**config.mk**
```make
export PLATFORM = sky130hd
export DESIGN_NAME = alu_mul_ctrl_flat
export DESIGN_NICKNAME = d
export VERILOG_FILES = /design/src/rtl/alu_pkg.sv /design/src/rtl/alu_mul_ctrl_if.sv /design/src/rtl/alu_mul_shreg.sv /design/src/rtl/alu_mul_ctrl.sv /design/src/flat_wrapper.sv
export SDC_FILE = /design/constraint.sdc
export NUM_CORES = 1
export LEC_CHECK = 0
export BUFFER_PORTS_ARGS = -buffer_cell sky130_fd_sc_hd__buf_2
export CORE_MARGIN = 5
export CORE_UTILIZATION = 39
export CTS_CLUSTER_DIAMETER = 80
export DETAILED_ROUTE_END_ITERATION = 16
export GPL_TIMING_DRIVEN = 0
export HOLD_SLACK_MARGIN = 0.12
export MAX_ROUTING_LAYER = met4
export PLACE_DENSITY = 0.6
export SLEW_MARGIN = 20
export SYNTH_ARGS = -nofsm -noshare
export SYNTH_HDL_FRONTEND = slang
export SYNTH_SLANG_ARGS = --single-unit
export TNS_END_PERCENT = 30
```
**constraint.sdc**
```tcl
create_clock -name clk -period 3.7 [get_ports clk]
set_clock_uncertainty 0.2 [all_clocks]
set_input_delay 0.37 -clock clk [delete_from_list [all_inputs] [get_ports clk]]
set_output_delay 0.37 -clock clk [all_outputs]
set_load 0.02 [all_outputs]
```
**src/rtl/alu_pkg.sv**
```systemverilog
`default_nettype none
// ============================================================================
// Module   : alu_pkg
// Purpose  : Shared funct codes, controller state encoding and a helper that
//            folds unknown funct codes onto ADD.
// Revision : 1.0 - initial release
// ============================================================================
package alu_pkg;

   localparam logic [5:0] F_AND   = 6'b100100;
   localparam logic [5:0] F_OR    = 6'b100101;
   localparam logic [5:0] F_ADD   = 6'b100000;
   localparam logic [5:0] F_SUB   = 6'b100010;
   localparam logic [5:0] F_SLT   = 6'b101010;
   localparam logic [5:0] F_MULTU = 6'b011001;

   typedef enum logic [1:0] {
      S_IDLE = 2'd0,
      S_EXEC = 2'd1,
      S_MUL  = 2'd2,
      S_DONE = 2'd3
   } state_t;

   // Unknown codes are executed as ADD, so they are normalised at latch time.
   function automatic logic [5:0] funct_norm(input logic [5:0] f);
      case (f)
         F_AND, F_OR, F_ADD, F_SUB, F_SLT, F_MULTU: return f;
         default:                                  return F_ADD;
      endcase
   endfunction

endpackage
`default_nettype wire

```
**src/rtl/alu_mul_ctrl_if.sv**
```systemverilog
`default_nettype none
// ============================================================================
// Module   : alu_mul_ctrl_if
// Purpose  : Request/result handshake plus the shared ALU bus of the
//            sequencer. The master side issues requests and hosts the ALU.
// Revision : 1.0 - initial release
// ============================================================================
interface alu_mul_ctrl_if #(
   parameter int WIDTH = 32
);
   logic             req_valid;
   logic             req_ready;
   logic [5:0]       req_funct;
   logic [WIDTH-1:0] req_a;
   logic [WIDTH-1:0] req_b;
   logic [5:0]       alu_signal;
   logic [WIDTH-1:0] alu_a;
   logic [WIDTH-1:0] alu_b;
   logic [WIDTH-1:0] alu_sum;
   logic             alu_cout;
   logic             busy;
   logic             done;
   logic [WIDTH-1:0] result_lo;
   logic [WIDTH-1:0] result_hi;

   modport master (
      output req_valid, req_funct, req_a, req_b, alu_sum, alu_cout,
      input  req_ready, alu_signal, alu_a, alu_b, busy, done, result_lo, result_hi
   );

   modport slave (
      input  req_valid, req_funct, req_a, req_b, alu_sum, alu_cout,
      output req_ready, alu_signal, alu_a, alu_b, busy, done, result_lo, result_hi
   );
endinterface
`default_nettype wire

```
**src/rtl/alu_mul_shreg.sv**
```systemverilog
`default_nettype none
// ============================================================================
// Module   : alu_mul_shreg
// Purpose  : {hi,lo} product register for the shift-add multiplier. Loads the
//            multiplier into lo, then each step either adds-and-shifts (lo[0]=1)
//            or just shifts. The next value is exported so the final product
//            can be captured on the last step.
// Revision : 1.0 - initial release
// ============================================================================
module alu_mul_shreg #(
   parameter int WIDTH = 32
) (
   input  logic             clk,
   input  logic             rst_n,
   input  logic             i_load,
   input  logic             i_step,
   input  logic [WIDTH-1:0] i_b,
   input  logic [WIDTH-1:0] i_sum,
   input  logic             i_cout,
   output logic [WIDTH-1:0] o_hi,
   output logic [WIDTH-1:0] o_nxt_hi,
   output logic [WIDTH-1:0] o_nxt_lo
);
   logic [WIDTH-1:0] r_hi;
   logic [WIDTH-1:0] r_lo;
   logic [WIDTH-1:0] w_nxt_hi;
   logic [WIDTH-1:0] w_nxt_lo;

   // Next product value: {cout,sum,lo>>1} on a set multiplier bit, else {0,hi,lo>>1}.
   always_comb begin
      w_nxt_hi = {1'b0, r_hi[WIDTH-1:1]};
      w_nxt_lo = {r_hi[0], r_lo[WIDTH-1:1]};
      if (r_lo[0]) begin
         w_nxt_hi = {i_cout, i_sum[WIDTH-1:1]};
         w_nxt_lo = {i_sum[0], r_lo[WIDTH-1:1]};
      end
   end

   // Product register: load at MULTU acceptance, advance once per iteration.
   always_ff @(posedge clk or negedge rst_n) begin
      if (!rst_n) begin
         r_hi <= '0;
         r_lo <= '0;
      end else if (i_load) begin
         r_hi <= '0;
         r_lo <= i_b;
      end else if (i_step) begin
         r_hi <= w_nxt_hi;
         r_lo <= w_nxt_lo;
      end
   end

   assign o_hi     = r_hi;
   assign o_nxt_hi = w_nxt_hi;
   assign o_nxt_lo = w_nxt_lo;

endmodule
`default_nettype wire

```
**src/rtl/alu_mul_ctrl.sv**
```systemverilog
`default_nettype none
// ============================================================================
// Module   : alu_mul_ctrl
// Purpose  : Sequencer owning an external shared ALU. Single-cycle ops are
//            issued for one EXEC cycle; MULTU runs WIDTH shift-add iterations
//            through the ALU adder. Results are held until the next completion.
// Revision : 1.0 - initial release
// ============================================================================
module alu_mul_ctrl
   import alu_pkg::*;
#(
   parameter int WIDTH = 32,
   parameter int CNT_W = 6
) (
   input  logic           clk,
   input  logic           rst_n,
   alu_mul_ctrl_if.slave  bus
);
   state_t           r_state;
   state_t           w_state_nxt;
   logic [5:0]       r_funct;
   logic [WIDTH-1:0] r_a;
   logic [WIDTH-1:0] r_b;
   logic [CNT_W-1:0] r_cnt;
   logic [WIDTH-1:0] r_res_lo;
   logic [WIDTH-1:0] r_res_hi;

   logic             w_xfer;
   logic             w_is_mul;
   logic             w_last;
   logic [5:0]       w_alu_sig;
   logic [WIDTH-1:0] w_alu_a;
   logic [WIDTH-1:0] w_alu_b;
   logic [WIDTH-1:0] w_hi;
   logic [WIDTH-1:0] w_nxt_hi;
   logic [WIDTH-1:0] w_nxt_lo;
   logic             w_slt_ovf;
   logic             w_slt_bit;

   assign w_xfer    = bus.req_valid && bus.req_ready;
   assign w_is_mul  = (bus.req_funct == F_MULTU);
   assign w_last    = (r_cnt == CNT_W'(WIDTH - 1));
   // Signed less-than from the SUB result, corrected for two's-complement overflow.
   assign w_slt_ovf = (r_a[WIDTH-1] != r_b[WIDTH-1]) && (bus.alu_sum[WIDTH-1] != r_a[WIDTH-1]);
   assign w_slt_bit = bus.alu_sum[WIDTH-1] ^ w_slt_ovf;

   alu_mul_shreg #(.WIDTH(WIDTH)) u_shreg (
      .clk      (clk),
      .rst_n    (rst_n),
      .i_load   (w_xfer && w_is_mul),
      .i_step   (r_state == S_MUL),
      .i_b      (bus.req_b),
      .i_sum    (bus.alu_sum),
      .i_cout   (bus.alu_cout),
      .o_hi     (w_hi),
      .o_nxt_hi (w_nxt_hi),
      .o_nxt_lo (w_nxt_lo)
   );

   // State register.
   always_ff @(posedge clk or negedge rst_n) begin
      if (!rst_n) r_state <= S_IDLE;
      else        r_state <= w_state_nxt;
   end

   // Next-state and ALU bus drive; the ALU idles on ADD 0+0.
   always_comb begin
      w_state_nxt = r_state;
      w_alu_sig   = F_ADD;
      w_alu_a     = '0;
      w_alu_b     = '0;
      case (r_state)
         S_IDLE: begin
            if (w_xfer) w_state_nxt = w_is_mul ? S_MUL : S_EXEC;
         end
         S_EXEC: begin
            w_alu_sig   = (r_funct == F_SLT) ? F_SUB : r_funct;
            w_alu_a     = r_a;
            w_alu_b     = r_b;
            w_state_nxt = S_DONE;
         end
         S_MUL: begin
            w_alu_a = w_hi;
            w_alu_b = r_a;
            if (w_last) w_state_nxt = S_DONE;
         end
         S_DONE: begin
            w_state_nxt = S_IDLE;
         end
         default: w_state_nxt = S_IDLE;
      endcase
   end

   // Operand latch, iteration counter and result capture.
   always_ff @(posedge clk or negedge rst_n) begin
      if (!rst_n) begin
         r_funct  <= F_ADD;
         r_a      <= '0;
         r_b      <= '0;
         r_cnt    <= '0;
         r_res_lo <= '0;
         r_res_hi <= '0;
      end else begin
         if (w_xfer) begin
            r_funct <= funct_norm(bus.req_funct);
            r_a     <= bus.req_a;
            r_b     <= bus.req_b;
            r_cnt   <= '0;
         end
         if (r_state == S_EXEC) begin
            r_res_hi <= '0;
            r_res_lo <= (r_funct == F_SLT) ? {{(WIDTH-1){1'b0}}, w_slt_bit} : bus.alu_sum;
         end
         if (r_state == S_MUL) begin
            r_cnt <= r_cnt + CNT_W'(1);
            if (w_last) begin
               r_res_hi <= w_nxt_hi;
               r_res_lo <= w_nxt_lo;
            end
         end
      end
   end

   // Ready is withheld while reset is asserted.
   assign bus.req_ready  = (r_state == S_IDLE) && rst_n;
   assign bus.busy       = (r_state != S_IDLE);
   assign bus.done       = (r_state == S_DONE);
   assign bus.result_lo  = r_res_lo;
   assign bus.result_hi  = r_res_hi;
   assign bus.alu_signal = w_alu_sig;
   assign bus.alu_a      = w_alu_a;
   assign bus.alu_b      = w_alu_b;

endmodule
`default_nettype wire

```
**src/flat_wrapper.sv**
```systemverilog
// flat-port wrapper written by rule: the top's interface ports become plain ports
module alu_mul_ctrl_flat import alu_pkg::*;
#(
   parameter int WIDTH = 32,
   parameter int CNT_W = 6
)
  (clk, rst_n, bus_req_valid, bus_req_funct, bus_req_a, bus_req_b, bus_alu_sum, bus_alu_cout, bus_req_ready, bus_alu_signal, bus_alu_a, bus_alu_b, bus_busy, bus_done, bus_result_lo, bus_result_hi);
  alu_mul_ctrl_if #(.WIDTH(WIDTH)) bus_i ();
  input  logic clk;
  input  logic rst_n;
  input wire logic [$bits(bus_i.req_valid)-1:0] bus_req_valid;
  input wire logic [$bits(bus_i.req_funct)-1:0] bus_req_funct;
  input wire logic [$bits(bus_i.req_a)-1:0] bus_req_a;
  input wire logic [$bits(bus_i.req_b)-1:0] bus_req_b;
  input wire logic [$bits(bus_i.alu_sum)-1:0] bus_alu_sum;
  input wire logic [$bits(bus_i.alu_cout)-1:0] bus_alu_cout;
  output wire logic [$bits(bus_i.req_ready)-1:0] bus_req_ready;
  output wire logic [$bits(bus_i.alu_signal)-1:0] bus_alu_signal;
  output wire logic [$bits(bus_i.alu_a)-1:0] bus_alu_a;
  output wire logic [$bits(bus_i.alu_b)-1:0] bus_alu_b;
  output wire logic [$bits(bus_i.busy)-1:0] bus_busy;
  output wire logic [$bits(bus_i.done)-1:0] bus_done;
  output wire logic [$bits(bus_i.result_lo)-1:0] bus_result_lo;
  output wire logic [$bits(bus_i.result_hi)-1:0] bus_result_hi;
  assign bus_i.req_valid = bus_req_valid;
  assign bus_i.req_funct = bus_req_funct;
  assign bus_i.req_a = bus_req_a;
  assign bus_i.req_b = bus_req_b;
  assign bus_i.alu_sum = bus_alu_sum;
  assign bus_i.alu_cout = bus_alu_cout;
  assign bus_req_ready = bus_i.req_ready;
  assign bus_alu_signal = bus_i.alu_signal;
  assign bus_alu_a = bus_i.alu_a;
  assign bus_alu_b = bus_i.alu_b;
  assign bus_busy = bus_i.busy;
  assign bus_done = bus_i.done;
  assign bus_result_lo = bus_i.result_lo;
  assign bus_result_hi = bus_i.result_hi;
  alu_mul_ctrl #(.WIDTH(WIDTH), .CNT_W(CNT_W)) u_core (.clk(clk), .rst_n(rst_n), .bus(bus_i));
endmodule
```
== Word-level counts from Yosys, hierarchy flattened ==
Index checks and enable logic that the tools add are counted.
Storage, ports and cells
  register bits after elaboration: 206
  word-level logic and storage cells: 60
  output and inout port bits: 137
Operators by class
  equality and inequality tests: 15
  muxes and demuxes: 24
  bitwise logic cells: 1
  reduce and logical (&&, ||, !) cells: 10
  add/sub/neg operators: 1
Operators by type and width (count)
  $mux 32: 13
  $pmux 32 s2: 2
  $eq 6x6->1 const B: 6
  $mux 6: 5
  $eq 6x5->1 const B: 2
  $pmux 2 s4: 1
  $add 6x1->6 const B: 1
  $mux 2: 3
  $reduce_bool 2->1: 3
  $reduce_or 6->1: 1
  $eq 2x2->1 const B: 2
  $logic_and 1x1->1: 4
  $ne 2x1->1 const B: 2
  $eq 2x1->1 const B: 1
  $logic_not 2->1: 1
  $ne 1x1->1: 2
  $reduce_and 2->1: 1
  $xor 1x1->1: 1

== Longest topological paths before layout ==
Gate-level depths: netlist of the first run.
  depth after elaboration: 7
  depth in mapped cells: 9
  gate-level depth less buffers: 6

== By module ==
From an unflattened synthesis of the first run, not the netlist that was laid out.
Second synthesis, totals
  cell total of the unflattened synthesis: 1139
  area total of the unflattened synthesis: 10754.1 um^2
By module, submodules not included
  alu_mul_ctrl: cells each 823, area an instance 7089.3 um^2, times used 1, sequential area each 3554.7 um^2
  alu_mul_shreg: cells each 316, area an instance 3664.8 um^2, times used 1, sequential area each 1601.5 um^2

== Worst setup path before layout of the first run ==
OpenSTA, ideal clock, no wires.
  kind: register -> output
  start point: register u_core.r_state[0]
  end point: output port bus_alu_a[10]
  path slack: 1.445 ns
  data required time: 3.130 ns
  arrival time: 1.685 ns
  cell stages (with the launch flop): 8
  path through: dfrtp_1 -> inv_1 -> ha_1 -> buf_2 -> buf_2 -> clkbuf_1 -> a22oi_1 -> nor2b_1
Between the ends
  word-level cells in the longest chain between the ends: 2
Ends and longest elaborated chain
  from (decl): line alu_mul_ctrl.sv:19  | state_t r_state;
  from (signal assigned): line alu_mul_ctrl.sv:63  | else r_state <= w_state_nxt;
  $eq 2x2->1 or $eq 2x1->1 (tied branches): line alu_mul_ctrl.sv:72  | case (r_state)
  $pmux 32 s2 (*): line alu_mul_ctrl.sv:72
  to (decl): line flat_wrapper.sv:19  | output wire logic [$bits(bus_i.alu_a)-1:0] bus_alu_a;
Every way passes the cells marked *; elsewhere a longest branch is shown, timed or not.

== Worst setup path after layout of the first run ==
  start point: register u_core.r_state[1]
  end point: output port bus_alu_a[24]
The elaborated chain is that of the path after synthesis.

==> results of run 1 <==
==> critical path, cell delays in order (launching register included) <==
cell and delay [ns]:
dfrtp_1 0.41, inv_1 0.11, ha_1 0.34, buf_2 0.27, buf_1 0.65, a22oi_1 0.28
nor2b_1 0.23, buf_2 0.19
==> cell families (layout without fill, tap and decap cells) <==
logic type      count (synthesis)  count (layout)  share of synthesized area [%]
simple gates                  459             459                           21.6
compound gates                245             245                           15.2
flops                         206             206                           51.4
mux                            66              66                           6.58
xor+xnor                        2               2                          0.175
buf+inv                        97             488                           4.28
fa+ha+maj                       6               6                          0.723
==> cell usage after synthesis (2+ instances only) <==
cell      instances
buf_2            22
and2_1            5
buf_4             2
o21ai_0          77
nand3b_1         33
nor2_1           65
nand2_1         240
o211ai_1          3
buf_1             6
inv_1             5
nand2b_1          3
and3_1            2
buf_6             4
a21o_1            2
a31oi_1          32
a211oi_1         33
nand3_1           4
nor2b_1          99
a22oi_1          65
a21oi_1          31
ha_1              5
dfrtp_1         205
clkbuf_1         57
mux2i_1          66
==> power groups by stage <==
stage / registers, mW / logic, mW / clock network (mW)
global route: 3.93 / 5.79 / 2.52
floorplan: 3.84 / 3.24 / 0
CTS: 3.82 / 5.32 / 2.42
global placement: 3.83 / 5.12 / 0
finish: 3.84 / 5.31 / 2.40
detailed placement: 3.85 / 5.21 / 0
==> per-layer routing <==
| metal | vias to the layer above | share of wire (%) |
|---|---|---|
| met3 | 59 | 7.4 |
| met2 | 424 | 47 |
| li1 | 4457 | - |
| met5 | - | 0 |
| met4 | 0 | 2.3 |
| met1 | 4601 | 43 |
==> worst paths after layout <==
check	start	to	slack (ns)	depth (start not counted)
setup / recovery	u_core.r_state[1]	bus_alu_a[24]	0.12	7
hold / removal	bus_req_funct[4]	u_core.r_funct[0]	0.15	5
setup reg to reg	u_core.r_state[0]	u_core.u_shreg.r_lo[2]	0.78	6
hold reg to reg	u_core.r_b[9]	u_core.r_b[9]	0.28	2
max in group asynchronous	rst_n	u_core.u_shreg.r_lo[18]	2.25	3
min in group asynchronous	rst_n	u_core.r_funct[2]	0.19	2
==> registers in the layout, indices dropped and copies added (netlist names), 6 cells and up <==
signal,count
u_core.u_shreg.o_hi,32
u_core.r_a,32
u_core.r_cnt,6
u_core.u_shreg.r_lo,32
u_core.r_b,32
u_core.bus.result_hi,32
u_core.r_funct,6
u_core.bus.result_lo,32
==> metrics by stage <==
stage          instance area [µm²]  hold slack (ns)
2_1_floorplan                10000           -0.126
3_3_place_gp                 11700            0.258
3_5_place_dp                 11700            0.155
4_1_cts                      13600            0.142
5_1_grt                      13600            0.183
6_report                     13600            0.148
==> final cells by class <==
class	count	area [µm²]	share of cell area (%)
flip-flops and latches	206	5160	38.0
multi-input cells	778	4450	32.8
repair buffers	349	2330	17.2
clock buffers	38	744	5.49
well taps	330	413	3.04
plain buffers	91	407	3.00
clock inverters	4	47.5	0.350
inverters	6	22.5	0.166
==> repair_timing <==
action	in CTS	in global routing
setup endpoints to repair	0	0
hold buffers	105	0
hold endpoints to repair	305	0
buffers inserted	0	0
==> results.json, run 1 <==
{
  "cts_inserted_buffers": 24,
  "drv_slew": 0,
  "area_growth_pct": 35.2,
  "layout-drive-gt1-share_pct": 21.3,
  "p_leak_nw": 6.52,
  "clock_path_buffers": 3,
  "syn_area_per_cell_um2": 9.28,
  "p_switching_mw": 4.97,
  "synth_seq_cells": 206,
  "grt_pass1_vias": 9946,
  "fin_crit_sh_pct": 96.7,
  "irDropWorstVdd_v": 0.000406,
  "grt_pass1_wl_mm": 57.9,
  "io_buffers": 242,
  "wl_mm": 37.7,
  "drt_iter0_drc": 881,
  "antenna_found_initial": 0,
  "num_rows": 58,
  "wl_per_cell_um": 20.9,
  "clock-root-buffer": "clkbuf_16",
  "status": "finished clean",
  "cts.sinks": 206,
  "dr.pass1.iters": 5,
  "viasPerCell": 5.29,
  "setup_viol": 0,
  "synth_flop_cell": "dfrtp_1",
  "async_flop_share_pct": 100,
  "io_pins": 243,
  "hpwl_mm": 26.5,
  "power.total_mw": 11.5,
  "rsz0062_at_grt": "false",
  "worstSetupPathType": "flip-flop to primary output",
  "mostFrequentLayoutCells": "buf_2, nand2_1, dfrtp_1, dlygate4sd3_1, nor2b_1",
  "p_sw_share_pct": 43.1,
  "coreArea_um2": 25300,
  "grt_max_degree": 92,
  "yosysWarnings": 0,
  "setup_slack_ns": 0.122,
  "yosysSeqAreaShare_pct": 51.4,
  "clkTransAtPathRegs_ns": 0.06,
  "nNetsFinal": 1567,
  "met2_usage_pct": 42.6,
  "die_h_um": 170,
  "slew_headroom_pct": 35.7,
  "post-place-ws_ns": 0.708,
  "synth_top_cell_area_share_pct": 51.1,
  "yosysTopAreaCell": "dfrtp_1",
  "setup_tns_ns": 0,
  "p_per_area_nw_per_um2": 851,
  "dieArea_um2": 29000,
  "critPathLaunchType": "flip-flop",
  "hp-class": "input port to flip-flop",
  "syn_area_um2": 10000,
  "syn_nets": 1192,
  "met3_usage_pct": 3.81,
  "grt.total_usage_pct": 26.4,
  "grt_most_used_layer": "met2",
  "period_minus_slack_ns": 3.58,
  "pwr-share-comb_pct": 46.0,
  "initial_core_util_pct": 39.7,
  "final_common_cell": "buf_2",
  "finalHoldViolCount": 0,
  "grt_util_met1_pct": 35.5,
  "synth_edf_count": 0,
  "synth.distinct_cells": 39,
  "finalCoreUtilization_pct": 53.7,
  "vias": 9541,
  "cts_resized": 0,
  "critPathArrivalTime_ns": 3.01,
  "placed_cells": 1655,
  "cts_tree": "built",
  "endpoint_kind": "primary output",
  "worstPathRequired_ns": 3.13,
  "cell_internal_pwr_mw": 6.58,
  "timing.critical_path.fanout_max": 10,
  "antenna_cells": 0,
  "ant_nets": 0,
  "syn_inst": 1081,
  "clock.fmax_mhz": 279,
  "synth_area_leaders": "dfrtp_1, nand2_1, mux2i_1",
  "fill_cells": 2352,
  "worstSkewPairLatency_ns": 0.51,
  "drc": 0,
  "overflow": 0,
  "p_clk_share_pct": 20.8,
  "stdcell_count": 1802,
  "die_w_um": 170,
  "sequentialPowerShare_pct": 33.2,
  "worst_slew_pin_slew_ns": 0.965,
  "htreeDepth": 1,
  "place.gp.congestion": 0.862,
  "cap_viol_max_count": 0
}
Note: power is estimated with default switching activity, not from simulation.
==> run 2, diff against run 1 <==
--- a/config.mk
+++ b/config.mk
@@ -12,7 +12,6 @@
 export DETAILED_ROUTE_END_ITERATION = 16
 export GPL_TIMING_DRIVEN = 0
 export HOLD_SLACK_MARGIN = 0.12
-export MAX_ROUTING_LAYER = met4
 export PLACE_DENSITY = 0.6
 export SLEW_MARGIN = 20
 export SYNTH_ARGS = -nofsm -noshare
==> run 2 against run 1 <==
Compared with the run above: clock-buffer cell count did not move; utilization did not move; sequential power barely moved; sequential cell count unchanged; critical endpoint unchanged.
==> results.json, run 2 (same netlist as run 1, synthesis figures left out) <==
{
  "critPathLaunchType": "flip-flop",
  "rsz0062_at_grt": "false",
  "grt_most_used_layer": "met2",
  "clock-root-buffer": "clkbuf_16",
  "cap_viol_max_count": 0,
  "finalHoldViolCount": 0,
  "cts_tree": "built",
  "post-place-ws_ns": 0.708,
  "place.gp.congestion": 0.848,
  "worstSkewPairLatency_ns": 0.51,
  "fin_crit_sh_pct": 95.8,
  "ant_nets": 0,
  "fill_cells": 2352,
  "grt_util_met1_pct": 35.2,
  "p_leak_nw": 6.52,
  "area_growth_pct": 35.2,
  "rr_worst_depth": 6,
  "overflow": 0,
  "io_buffers": 242,
  "wl_per_cell_um": 21.0,
  "drt_iter0_drc": 876,
  "nNetsFinal": 1567,
  "vias": 9524,
  "grt_pass1_vias": 9953,
  "drc": 0,
  "wl_mm": 37.8,
  "drv_slew": 0,
  "antenna_cells": 0,
  "grt.total_usage_pct": 25.7,
  "worst_slew_pin_slew_ns": 1.01,
  "setup_slack_ns": 0.156,
  "post-cts-setup-buffer-count": 0,
  "clkTransAtPathRegs_ns": 0.06,
  "layout-drive-gt1-share_pct": 21.3,
  "met3_usage_pct": 4.23,
  "antenna_found_initial": 0,
  "cts.sinks": 206,
  "endpoint_kind": "primary output",
  "setup_viol": 0,
  "grt_pass1_wl_mm": 57.9,
  "worstSetupPathType": "flip-flop to primary output",
  "htreeDepth": 1,
  "num_rows": 58,
  "coreArea_um2": 25300,
  "viasPerCell": 5.29,
  "critPathArrivalTime_ns": 2.97,
  "hp-class": "input port to flip-flop",
  "dr.pass1.iters": 5,
  "worstPathRequired_ns": 3.13,
  "slew_headroom_pct": 32.8,
  "status": "finished clean",
  "hpwl_mm": 26.5,
  "met2_usage_pct": 42.7,
  "timing.critical_path.fanout_max": 10,
  "dieArea_um2": 29000,
  "min_path_cells": 5,
  "irDropWorstVdd_v": 0.000408,
  "mostFrequentLayoutCells": "buf_2, nand2_1, dfrtp_1, dlygate4sd3_1, nor2b_1",
  "clock_path_buffers": 3,
  "final_common_cell": "buf_2",
  "p_per_area_nw_per_um2": 851,
  "io_pins": 243,
  "initial_core_util_pct": 39.7,
  "period_minus_slack_ns": 3.54,
  "power.total_mw": 11.5,
  "die_h_um": 170,
  "grt_max_degree": 92,
  "clock.fmax_mhz": 282,
  "die_w_um": 170,
  "cts_inserted_buffers": 24
}
## run 2: report_power, final
part	internal [mW]	switching [mW]
combinational	1.99	3.32
clock	1.44	0.962
sequential	3.15	0.692
## run 2: worst paths after layout
check / end / from / slack [ns]
max in group asynchronous: u_core.u_shreg.r_lo[18] / rst_n / 2.24
worst min register to register: u_core.r_b[9] / u_core.r_b[9] / 0.28
worst min-delay path: u_core.r_funct[0] / bus_req_funct[4] / 0.15
worst max register to register: u_core.u_shreg.r_lo[2] / u_core.r_state[0] / 0.75
worst max-delay path: bus_alu_a[24] / u_core.r_state[1] / 0.16
min in group asynchronous: u_core.r_funct[2] / rst_n / 0.19
## run 2: cell type report
| class | instances | area, µm² | share of cell area, % |
|---|---|---|---|
| clock inverters | 4 | 47.5 | 0.350 |
| flip-flops and latches | 206 | 5160 | 38.0 |
| multi-input cells | 778 | 4450 | 32.8 |
| repair buffers | 349 | 2330 | 17.2 |
| clock buffers | 38 | 744 | 5.49 |
| well taps | 330 | 413 | 3.04 |
| inverters | 6 | 22.5 | 0.166 |
| plain buffers | 91 | 407 | 3.00 |
## run 2: stage by stage
stage / utilization (%) / hold WS (ns) / setup TNS (ns) / area, µm² / cells
2_1_floorplan: - / -0.126 / 0 / 10000 / 1081
6_report: 53.7 / 0.152 / 0 / 13600 / 1802
3_5_place_dp: 46.4 / 0.155 / 0 / 11700 / 1655
3_3_place_gp: 46.2 / 0.258 / -766.82 / 11700 / 1653
4_1_cts: 53.7 / 0.142 / 0 / 13600 / 1802
5_1_grt: 53.7 / 0.183 / 0 / 13600 / 1802
## run 2: critical path, cell delays in order, from the launching register on
cell and delay [ns]:
dfrtp_1 0.41, inv_1 0.11, ha_1 0.34, buf_2 0.27, buf_1 0.61, a22oi_1 0.27
nor2b_1 0.24, buf_2 0.20
## run 2: routing by layer
metal | up-vias | part of all wire (%)
met5 | - | 0
met2 | 417 | 47
met4 | 0 | 2.4
met3 | 55 | 7.5
met1 | 4602 | 44
li1 | 4450 | -
## run 2: timing repair
action | 4_1_cts | 5_1_grt
endpoints found under the hold margin | 305 | 0
gates resized for setup | 0 | 0
hold buffers | 105 | 0
